<file path="src/rtl/sw_bcd_mod_counter_if.sv">
// ---------------------------------------------------------------------------
// sw_bcd_mod_counter_if
// Bundles the control and status signals of one BCD modulo counter stage.
//
// Parameters:
//   DIGITS    number of BCD digits carried on load_val/count (1..4)
//
// Signals:
//   tick      count enable strobe, one step per cycle high
//   up_down   1 = count up, 0 = count down
//   load      synchronous preset request
//   load_val  BCD preset value, digit 0 in bits [3:0]
//   count     registered BCD count
//   wrap      one-cycle carry/borrow pulse
//   at_zero   high while count is zero
//   load_err  one-cycle pulse when a preset is rejected
//
// Modports:
//   master    drives the controls and observes the status (stimulus side)
//   slave     the counter itself
// ---------------------------------------------------------------------------
interface sw_bcd_mod_counter_if #(
  parameter int DIGITS = 2
);

  logic                  tick;
  logic                  up_down;
  logic                  load;
  logic [4*DIGITS-1:0]   load_val;
  logic [4*DIGITS-1:0]   count;
  logic                  wrap;
  logic                  at_zero;
  logic                  load_err;

  modport master (
    output tick,
    output up_down,
    output load,
    output load_val,
    input  count,
    input  wrap,
    input  at_zero,
    input  load_err
  );

  modport slave (
    input  tick,
    input  up_down,
    input  load,
    input  load_val,
    output count,
    output wrap,
    output at_zero,
    output load_err
  );

endinterface

</file>
<file path="src/rtl/sw_bcd_mod_counter.sv">
// ---------------------------------------------------------------------------
// sw_bcd_mod_counter
// Multi-digit BCD up/down counter that wraps at MODULUS. Used as one time
// field of the stopwatch; stages cascade by feeding wrap into the next
// stage's tick.
//
// Parameters:
//   DIGITS    number of BCD digits (1..4)
//   MODULUS   wrap modulus (2..10^DIGITS); count range 0..MODULUS-1
//
// Ports:
//   clk       system clock, all state changes on the rising edge
//   reset     synchronous active-high reset, highest priority
//   bus       slave side of sw_bcd_mod_counter_if:
//               tick/up_down/load/load_val in, count/wrap/at_zero/load_err out
//
// Priority each cycle: reset > load > tick > hold. All outputs come from
// registers (at_zero is decoded straight from the count register).
// ---------------------------------------------------------------------------
module sw_bcd_mod_counter #(
  parameter int DIGITS  = 2,
  parameter int MODULUS = 60
) (
  input  logic                 clk,
  input  logic                 reset,
  sw_bcd_mod_counter_if.slave  bus
);

  localparam int W = 4 * DIGITS;

  // Converts an elaboration-time integer into its BCD encoding.
  function automatic logic [W-1:0] to_bcd(input int value);
    logic [W-1:0] result;
    int           rest;
    result = '0;
    rest   = value;
    for (int i = 0; i < DIGITS; i++) begin
      result[4*i +: 4] = 4'(rest % 10);
      rest             = rest / 10;
    end
    return result;
  endfunction

  // Terminal value of the count, in BCD. Since valid BCD orders the same way
  // as the decimal value it encodes, a plain unsigned compare against this
  // constant is a decimal compare and no binary conversion is needed.
  localparam logic [W-1:0] MAX_BCD = to_bcd(MODULUS - 1);

  logic [W-1:0] count_q;
  logic         wrap_q;
  logic         load_err_q;

  logic [W-1:0] inc_val;
  logic [W-1:0] dec_val;
  logic [W-1:0] next_count;
  logic         next_wrap;
  logic         next_load_err;
  logic         load_legal;
  logic         carry;
  logic         borrow;
  logic [3:0]   nib;

  // Ripple BCD increment and decrement of the current count. Each digit
  // only changes while a carry/borrow is still propagating into it; the
  // terminal cases (MAX_BCD up, zero down) are handled by the wrap logic,
  // so these never overflow the top digit in practice.
  always_comb begin
    inc_val = count_q;
    dec_val = count_q;
    carry   = 1'b1;
    borrow  = 1'b1;
    nib     = '0;
    for (int i = 0; i < DIGITS; i++) begin
      nib = count_q[4*i +: 4];
      if (carry) begin
        if (nib == 4'd9) begin
          inc_val[4*i +: 4] = 4'd0;
        end else begin
          inc_val[4*i +: 4] = nib + 4'd1;
          carry             = 1'b0;
        end
      end
      if (borrow) begin
        if (nib == 4'd0) begin
          dec_val[4*i +: 4] = 4'd9;
        end else begin
          dec_val[4*i +: 4] = nib - 4'd1;
          borrow            = 1'b0;
        end
      end
    end
  end

  // A preset is accepted only if every nibble is a decimal digit and the
  // value lies below MODULUS. The nibble check matters on its own: a value
  // like 0x0A0 compares below 0x999 but is not BCD.
  always_comb begin
    load_legal = (bus.load_val <= MAX_BCD);
    for (int i = 0; i < DIGITS; i++) begin
      if (bus.load_val[4*i +: 4] > 4'd9) begin
        load_legal = 1'b0;
      end
    end
  end

  // Next-state selection. A load always wins over a coincident tick, and
  // the tick is dropped rather than deferred.
  always_comb begin
    next_count    = count_q;
    next_wrap     = 1'b0;
    next_load_err = 1'b0;
    if (bus.load) begin
      if (load_legal) begin
        next_count = bus.load_val;
      end else begin
        next_load_err = 1'b1;
      end
    end else if (bus.tick) begin
      if (bus.up_down) begin
        if (count_q == MAX_BCD) begin
          next_count = '0;
          next_wrap  = 1'b1;
        end else begin
          next_count = inc_val;
        end
      end else begin
        if (count_q == '0) begin
          next_count = MAX_BCD;
          next_wrap  = 1'b1;
        end else begin
          next_count = dec_val;
        end
      end
    end
  end

  always_ff @(posedge clk) begin
    if (reset) begin
      count_q    <= '0;
      wrap_q     <= 1'b0;
      load_err_q <= 1'b0;
    end else begin
      count_q    <= next_count;
      wrap_q     <= next_wrap;
      load_err_q <= next_load_err;
    end
  end

  assign bus.count    = count_q;
  assign bus.wrap     = wrap_q;
  assign bus.load_err = load_err_q;
  assign bus.at_zero  = (count_q == '0);

endmodule

</file>
<file path="src/flat_wrapper.sv">
// flat-port wrapper written by rule: the top's interface ports become plain ports
module sw_bcd_mod_counter_flat 
#(
  parameter int DIGITS  = 2,
  parameter int MODULUS = 60
)
  (clk, reset, bus_tick, bus_up_down, bus_load, bus_load_val, bus_count, bus_wrap, bus_at_zero, bus_load_err);
  sw_bcd_mod_counter_if #(.DIGITS(DIGITS)) bus_i ();
  input  logic clk;
  input  logic reset;
  input wire logic [$bits(bus_i.tick)-1:0] bus_tick;
  input wire logic [$bits(bus_i.up_down)-1:0] bus_up_down;
  input wire logic [$bits(bus_i.load)-1:0] bus_load;
  input wire logic [$bits(bus_i.load_val)-1:0] bus_load_val;
  output wire logic [$bits(bus_i.count)-1:0] bus_count;
  output wire logic [$bits(bus_i.wrap)-1:0] bus_wrap;
  output wire logic [$bits(bus_i.at_zero)-1:0] bus_at_zero;
  output wire logic [$bits(bus_i.load_err)-1:0] bus_load_err;
  assign bus_i.tick = bus_tick;
  assign bus_i.up_down = bus_up_down;
  assign bus_i.load = bus_load;
  assign bus_i.load_val = bus_load_val;
  assign bus_count = bus_i.count;
  assign bus_wrap = bus_i.wrap;
  assign bus_at_zero = bus_i.at_zero;
  assign bus_load_err = bus_i.load_err;
  sw_bcd_mod_counter #(.DIGITS(DIGITS), .MODULUS(MODULUS)) u_core (.clk(clk), .reset(reset), .bus(bus_i));
endmodule
</file>
<file path="config.mk">
export PLATFORM = sky130hd
export DESIGN_NAME = sw_bcd_mod_counter_flat
export DESIGN_NICKNAME = d
export VERILOG_FILES = /design/src/rtl/sw_bcd_mod_counter_if.sv /design/src/rtl/sw_bcd_mod_counter.sv /design/src/flat_wrapper.sv
export SDC_FILE = /design/constraint.sdc
export NUM_CORES = 1
export LEC_CHECK = 0
export CORE_MARGIN = 2
export CORE_UTILIZATION = 30
export DETAILED_ROUTE_END_ITERATION = 6
export MAX_ROUTING_LAYER = met4
export SETUP_SLACK_MARGIN = 0.05
export SLEW_MARGIN = 20
export SYNTH_ARGS = -nofsm -noshare
export SYNTH_HDL_FRONTEND = slang
export SYNTH_SLANG_ARGS = --single-unit
</file>
<file path="constraint.sdc">
create_clock -name clk -period 2.4 [get_ports clk]
set_input_delay 0.72 -clock clk [delete_from_list [all_inputs] [get_ports clk]]
set_output_delay 0.72 -clock clk [all_outputs]
set_load 0.02 [all_outputs]
</file>
==> results of run 1 <==
cells in the mapped netlist (2+ instances only):
library cell                count
sky130_fd_sc_hd__nor2_1         5
sky130_fd_sc_hd__clkbuf_1       4
sky130_fd_sc_hd__a211o_1        4
sky130_fd_sc_hd__nand2_1        8
sky130_fd_sc_hd__nand4_1        3
sky130_fd_sc_hd__nand3b_1       2
sky130_fd_sc_hd__buf_2          4
sky130_fd_sc_hd__and3b_1        2
sky130_fd_sc_hd__nor3_1         4
sky130_fd_sc_hd__and2_1         4
sky130_fd_sc_hd__o31ai_1        2
sky130_fd_sc_hd__ha_1           3
sky130_fd_sc_hd__o21ai_0        6
sky130_fd_sc_hd__a221oi_1       2
sky130_fd_sc_hd__o32ai_1        2
sky130_fd_sc_hd__inv_1          9
sky130_fd_sc_hd__nand2b_1       2
sky130_fd_sc_hd__o2111ai_1      2
sky130_fd_sc_hd__a311oi_2       2
sky130_fd_sc_hd__nor2b_1        5
sky130_fd_sc_hd__o211ai_1       4
sky130_fd_sc_hd__a21oi_1        7
sky130_fd_sc_hd__nor4b_1        2
sky130_fd_sc_hd__dfxtp_1       10
sky130_fd_sc_hd__a31oi_1        3
flip-flops by register name (all words and copies together) (netlist names):
signal and flops:
u_core.bus.count 8, u_core.bus.load_err 1, u_core.bus.wrap 1
per-layer routing:
layer / track usage [%] / up-vias / wire length, um
li1: - / 525 / -
met4: 3.492 / 0 / 18
met3: 4.113 / 4 / 124
met2: 28.26 / 20 / 1268
met5: - / - / 0
met1: 19.47 / 485 / 1220
cell families after synthesis:
group,Yosys count
and+or+nand+nor,45
DFF,10
adders and majority gates,3
AOI/OAI and AO/OA,45
buffers and inverters,18
stage by stage:
stage	hold WS, ps	setup WS, ps	std cells	area, um^2	power [mW]
after floorplan	592.8	291.2	121	929.6	0.3475
after global placement	513.8	146.7	180	1245	0.4504
after CTS	518.6	116.7	183	1266	0.5668
final	513.0	174.7	183	1262	0.5603
after detailed placement	508.2	99.14	180	1245	0.4518
after global routing	554.6	87.31	183	1262	0.5998
power breakdown:
part	internal [mW]	leakage [nW]	switching [mW]	total [mW]
Sequential	0.179	0.0821	0.0112	0.190
Combinational	0.121	0.378	0.133	0.255
Clock	0.0579	0.0138	0.0582	0.116
path summary, 6_finish.rpt:
kind	endpoint	slack [ps]
min	u_core.bus.count[0]	510
max reg2reg	u_core.bus.count[5]	620
max	bus_count[7]	170
min reg2reg	u_core.bus.count[0]	510
final cells by class:
| cell class | instances | area (um^2) | share of cell area [%] |
|---|---|---|---|
| sequential | 10 | 200.2 | 15.86 |
| tap | 33 | 41.29 | 3.271 |
| clock buffer | 3 | 22.52 | 1.784 |
| timing repair buffer | 35 | 315.3 | 24.98 |
| inverter | 9 | 33.78 | 2.676 |
| multi-input combinational | 93 | 649.4 | 51.44 |
==> results.tsv, run 1 <==
stage	metric	value	unit
outcome	status	finished, final reports clean	
cells_and_area	diode count	0	
setup_path	critical path launch point	u_core.bus.count[7]	
global_route	vias in the first global route	993	
routing	First DRT Iteration DRCs	17	
clocking	Root Buffer Master	sky130_fd_sc_hd__clkbuf_4	
floorplan	starting density of the core	30.96	%
setup_path	required time reported for the critical path endpoint	1680	ps
clocking	CTS Sinks	10	
setup_path	type of the worst setup path	flip-flop to output pin	
setup_path	cell with the largest stage delay on the worst path	sky130_fd_sc_hd__clkdlybuf4s50_1	
setup_path	biggest cell delay along the critical path	680	ps
clocking	insertion delay to the later sink of the worst-skew pair	270	ps
synthesis	net count of the mapped netlist	137	
global_route	Overflow after GRT	0	
setup_path	peak fanout along the critical path	13	
cells_and_area	fraction of layout cells with a size suffix above 1	14.67	%
setup_path	number of stages on the worst setup path	1	
synthesis	largest cells by area after synthesis	sky130_fd_sc_hd__dfxtp_1, sky130_fd_sc_hd__ha_1, sky130_fd_sc_hd__a211o_1	
setup_path	number of cells traversed by the worst register-to-register path	7	
clocking	CTS tree	built	
synthesis	post-synthesis compound-gate area fraction	36.34	%
synthesis	portion of the post-synthesis area used by sequential elements	21.53	%
timing	final clock period utilization by the worst path	92.72	%
power	areal power density over the cells	443.8	mW/mm^2
routing	detailed-router iteration count before antenna repair	3	
cells_and_area	area growth from synthesis to final layout	35.80	%
synthesis	largest family of logic cells by synthesized area	compound AO/OA/AOI/OAI gates	
synthesis	ys flop type	sky130_fd_sc_hd__dfxtp_1	
global_route	largest net degree at the start of global routing	17	
place	detailed placement HPWL	2022	um
min_path	number of cells on the worst hold path	2	
synthesis	count of flip-flops with a built-in enable after synthesis	0	
synthesis	mux contribution to synthesized area	0	%
clocking	maximum clock insertion buffer count	2	
clocking	Post-CTS Hold Fix Bufs	0	
synthesis	synthesized area per cell	7.683	um^2
cells_and_area	Post-Route Utilization	42.04	%
timing	setup repair after global routing missed its margin	false	
synthesis	Unique masters post-synth	45	
routing	vias post-DR	1034	
power	Leak	0.4742	nW
timing	minimum period implied by the final worst setup slack	2225	ps
global_route	GRT Util Overall	16.51	%
synthesis	Post-synth ARST share	0	%
synthesis	share of the synthesized area in the top cell type	21.53	%
routing	routed wire length	2632	um
cells_and_area	commonest non-fill, non-tap cell in the layout	sky130_fd_sc_hd__clkdlybuf4s50_1	
clocking	number of gates resized after CTS	1	
setup_path	CP top delay family	buffers and inverters	
floorplan	Die Outline Area	0.003560	mm^2
clocking	Setup Buffers After CTS	0	
setup_path	endpoint arrival time on the critical path	1510	ps
power	worst ir drop on vdd	0.0002648	V
floorplan	die boundary width	59.67	um
synthesis	top cell type by total area after synthesis	sky130_fd_sc_hd__dfxtp_1	
synthesis	register bit total from synthesis	10	
synthesis	number of cells produced by synthesis	121	
floorplan	Die Y	59.67	um
timing	clock tree skew after final layout	9.244	ps
synthesis	Synth Area in Adders	4.038	%
synthesis	post-synthesis xor/xnor area fraction	0	%
place	GP Congestion	0.9034	
cells_and_area	filler instances	323	
synthesis	simple-gate share of the synthesized area	29.48	%
floorplan	I/O pin cnt	24	
cells_and_area	commonest non-fill, non-tap cells in the layout	sky130_fd_sc_hd__clkdlybuf4s50_1, sky130_fd_sc_hd__buf_4, sky130_fd_sc_hd__dfxtp_1	
routing	Vias per Instance	5.650	
synthesis	warning count from the yosys run	0	
setup_path	type of element launching the critical path	flip-flop	
timing	Final Hold Fails	0	
setup_path	worst r2r src	u_core.bus.count[0]	
timing	Final setup violation count	0	
timing	worst slew pin tran	474.8	ps
routing	remaining antenna violation count after routing	0	
run	number of maximum-capacitance violations	0	
min_path	min-delay worst type	flip-flop to flip-flop	
synthesis	cell area after synthesis	929.6	um^2
timing	count of pins over their slew limit	0	
clocking	CTS Buf Count	3	
clocking	clock transition at the registers of the reported paths	70	ps
floorplan	placeable core region	0.003003	mm^2
timing	total negative slack	0	ps
routing	DRC violation count after routing	0	
timing	maximum clock frequency	449.4	MHz
setup_path	CP Cell Sequence	clkdlybuf4s50_1	
global_route	initial antenna violation count	0	
floorplan	site row count	20	
routing	post-DR wirelength/cell	14.38	um
cells_and_area	count of nets after finishing	168	
clocking	H-tree levels	1	
setup_path	kind of capture point of the worst setup path	output pin	
min_path	critical hold path startpoint	u_core.bus.count[0]	
timing	Max-slew headroom	68.20	%
setup_path	total buffers and inverters traversed by the critical path	1	
global_route	first-pass GRT wire length	4388	um
place	input/output buffers	23	
Power figures use the tool's default switching activity.
==> run 2, diff against run 1 <==
--- a/config.mk
+++ b/config.mk
@@ -5,7 +5,6 @@
 export SDC_FILE = /design/constraint.sdc
 export NUM_CORES = 1
 export LEC_CHECK = 0
-export CORE_MARGIN = 2
 export CORE_UTILIZATION = 30
 export DETAILED_ROUTE_END_ITERATION = 6
 export MAX_ROUTING_LAYER = met4
==> constraint.sdc (replaced) <==
create_clock -name clk -period 2.4 [get_ports clk]
set_input_delay 0.48 -clock clk [delete_from_list [all_inputs] [get_ports clk]]
set_output_delay 0.48 -clock clk [all_outputs]
set_load 0.02 [all_outputs]
==> run 2 against run 1 <==
Effect of this change:
- the flow now finishes with violations (DRC)
- global-route usage rose by 1.3 points
- sequential share of layout area rose by 0.37 points
- cell area fell by 2.3%
- utilization rose by 1.2 points
- critical path depth rose by 5
- register-to-register slack barely moved
- sequential power rose by 2%
- die area fell by 6.6%
- cell count fell by 3.3%
- worst setup slack improved by 100 ps
- critical endpoint is now bus_at_zero
- largest cell class unchanged
- largest power group unchanged
==> results.tsv, run 2 (synthesis gave the netlist of run 1 again) <==
stage	metric	value	unit	change
outcome	status	finished, violations left		
outcome	violations in the final reports	DRC		
timing	minimum period implied by the final worst setup slack	2125	ps	-100.3 ps
cells_and_area	area of the multi-input gates	649.4	um^2	unchanged
timing	maximum clock frequency	470.6	MHz	+4.7%
clocking	Post-CTS Hold Fix Bufs	0		unchanged
routing	met2 WL	1265	um	-0.24%
min_path	critical hold path startpoint	u_core.bus.count[0]		
clocking	Root Buffer Master	sky130_fd_sc_hd__clkbuf_4		
routing	highest metal layer with signal wires	met4		
setup_path	critical path launch point	u_core.bus.count[1]		
setup_path	worst r2r src	u_core.bus.count[0]		
floorplan	die boundary width	57.67	um	-3.4%
clocking	Setup Buffers After CTS	0		unchanged
routing	routed wire length	2636	um	+0.15%
power	Leak	0.4561	nW	-3.8%
timing	worst slew pin tran	475.4	ps	+0.6016 ps
clocking	H-tree levels	1		unchanged
place	input/output buffers	23		unchanged
run	number of maximum-capacitance violations	0		unchanged
timing	setup repair after global routing missed its margin	false		
cells_and_area	diode count	0		unchanged
cells_and_area	max FFs per register	8		unchanged
global_route	Overflow after GRT	0		unchanged
power	areal power density over the cells	446.8	mW/mm^2	+0.66%
cells_and_area	commonest non-fill, non-tap cell in the layout	sky130_fd_sc_hd__clkdlybuf4s50_1		
timing	total negative slack	0	ps	unchanged
cells_and_area	commonest non-fill, non-tap cells in the layout	sky130_fd_sc_hd__clkdlybuf4s50_1, sky130_fd_sc_hd__dfxtp_1, sky130_fd_sc_hd__inv_1		
setup_path	peak fanout along the critical path	4		-9
timing	Max-slew headroom	68.16	%	about the same
power	worst ir drop on vdd	0.0003260	V	+23%
place	GP Congestion	0.8770		-2.9%
clocking	CTS Sinks	10		unchanged
routing	detailed-routed wire length on met3	173	um	+40%
routing	post-DR wirelength/cell	14.89	um	+3.5%
timing	count of pins over their slew limit	0		unchanged
floorplan	placeable core region	0.002853	mm^2	-5.0%
timing	final clock period utilization by the worst path	88.54	%	-4.2 points
routing	Routed met1 length	1168	um	-4.3%
floorplan	I/O pin cnt	24		unchanged
min_path	min-delay worst type	flip-flop to flip-flop		
global_route	vias in the first global route	971		-2.2%
global_route	first-pass GRT wire length	4402	um	+0.32%
timing	clock tree skew after final layout	11.14	ps	+1.897 ps
floorplan	Die Y	57.67	um	-3.4%
cells_and_area	area growth from synthesis to final layout	32.70	%	
setup_path	required time reported for the critical path endpoint	1920	ps	+240 ps
routing	DRC violation count after routing	1		+1
clocking	CTS tree	built		
setup_path	endpoint arrival time on the critical path	1640	ps	+130 ps
cells_and_area	count of nets after finishing	164		-2.4%
floorplan	Die Outline Area	0.003325	mm^2	-6.6%
cells_and_area	filler instances	286		-11%
cells_and_area	non-filler cells in the finished layout	177		-3.3%
routing	detailed-router iteration count before antenna repair	7		+4
clocking	CTS Buf Count	3		unchanged
floorplan	site row count	19		-5.0%
clocking	number of gates resized after CTS	1		unchanged
global_route	largest net degree at the start of global routing	17		unchanged
place	dpl cells	174		-3.3%
place	detailed placement HPWL	2010	um	-0.61%
clocking	insertion delay to the later sink of the worst-skew pair	270	ps	about the same
floorplan	starting density of the core	32.59	%	+1.6 points
setup_path	kind of capture point of the worst setup path	output pin		
routing	First DRT Iteration DRCs	40		+23
routing	vias post-DR	1061		+2.6%
timing	Final Hold Fails	0		unchanged
routing	Vias per Instance	5.994		+6.1%
setup_path	type of the worst setup path	flip-flop to output pin		
clocking	maximum clock insertion buffer count	2		unchanged
global_route	GRT Util Overall	17.77	%	+1.3 points
cells_and_area	Register Area	200.2	um^2	unchanged
cells_and_area	fraction of layout cells with a size suffix above 1	11.64	%	-3.0 points
clocking	clock transition at the registers of the reported paths	70	ps	about the same
global_route	initial antenna violation count	0		unchanged
setup_path	type of element launching the critical path	flip-flop		
routing	remaining antenna violation count after routing	0		unchanged
timing	Final setup violation count	0		unchanged
[run 2: changes by cell type in the layout (fill, tap and decap cells not counted)]
cell	before	now
sky130_fd_sc_hd__buf_4	12	8
sky130_fd_sc_hd__clkbuf_2	1	0
sky130_fd_sc_hd__dlygate4sd2_1	0	1
[run 2: worst paths after layout]
kind                         endpoint  slack, ps  cells past startpoint
setup / recovery          bus_at_zero        280                      6
hold / removal    u_core.bus.count[0]        510                      2
setup reg to reg  u_core.bus.count[7]        620                      7
hold reg to reg   u_core.bus.count[0]        510                      2
[run 2: cell type report]
| cell class | instances | area share (%) |
|---|---|---|
| Tap cell | 31 | 3.144 |
| Clock buffer | 3 | 1.826 |
| Inverter | 9 | 2.738 |
| Multi-Input combinational cell | 93 | 52.64 |
| Sequential cell | 10 | 16.23 |
| Timing Repair Buffer | 31 | 23.43 |
[run 2: where the power goes]
part / internal, mW / switching [mW]
clock network: 0.0578 / 0.0569
logic: 0.114 / 0.128
registers: 0.179 / 0.0158
total: 0.351 / 0.200
[run 2: per-layer routing]
metal  vias to the layer above  GRT usage, %
met3                         4         4.241
met4                         0         5.102
met2                        41         28.24
met5                         -             -
met1                       495         22.56
li1                        521             -
[run 2: metrics by stage]
stage / area [um^2] / total power [mW] / hold WS [ps] / utilization (%) / setup slack (ps)
2_1_floorplan: 929.6 / 0.3475 / 592.8 / - / 513.9
3_3_place_gp: 1212 / 0.4403 / 485.7 / 42.50 / 284.2
3_5_place_dp: 1212 / 0.4421 / 502.0 / 42.50 / 268.3
4_1_cts: 1234 / 0.5552 / 513.2 / 43.25 / 246.2
5_1_grt: 1234 / 0.5914 / 542.5 / 43.25 / 81.53
6_report: 1234 / 0.5512 / 508.4 / 43.25 / 275.0
[run 2: critical path, cell delays in order, from the launching register on]
cell,delay (ps)
sky130_fd_sc_hd__dfxtp_1,310
sky130_fd_sc_hd__inv_1,80
sky130_fd_sc_hd__ha_1,160
sky130_fd_sc_hd__nor3b_2,280
sky130_fd_sc_hd__nand2_1,110
sky130_fd_sc_hd__nor2_1,100
sky130_fd_sc_hd__dlygate4sd2_1,340
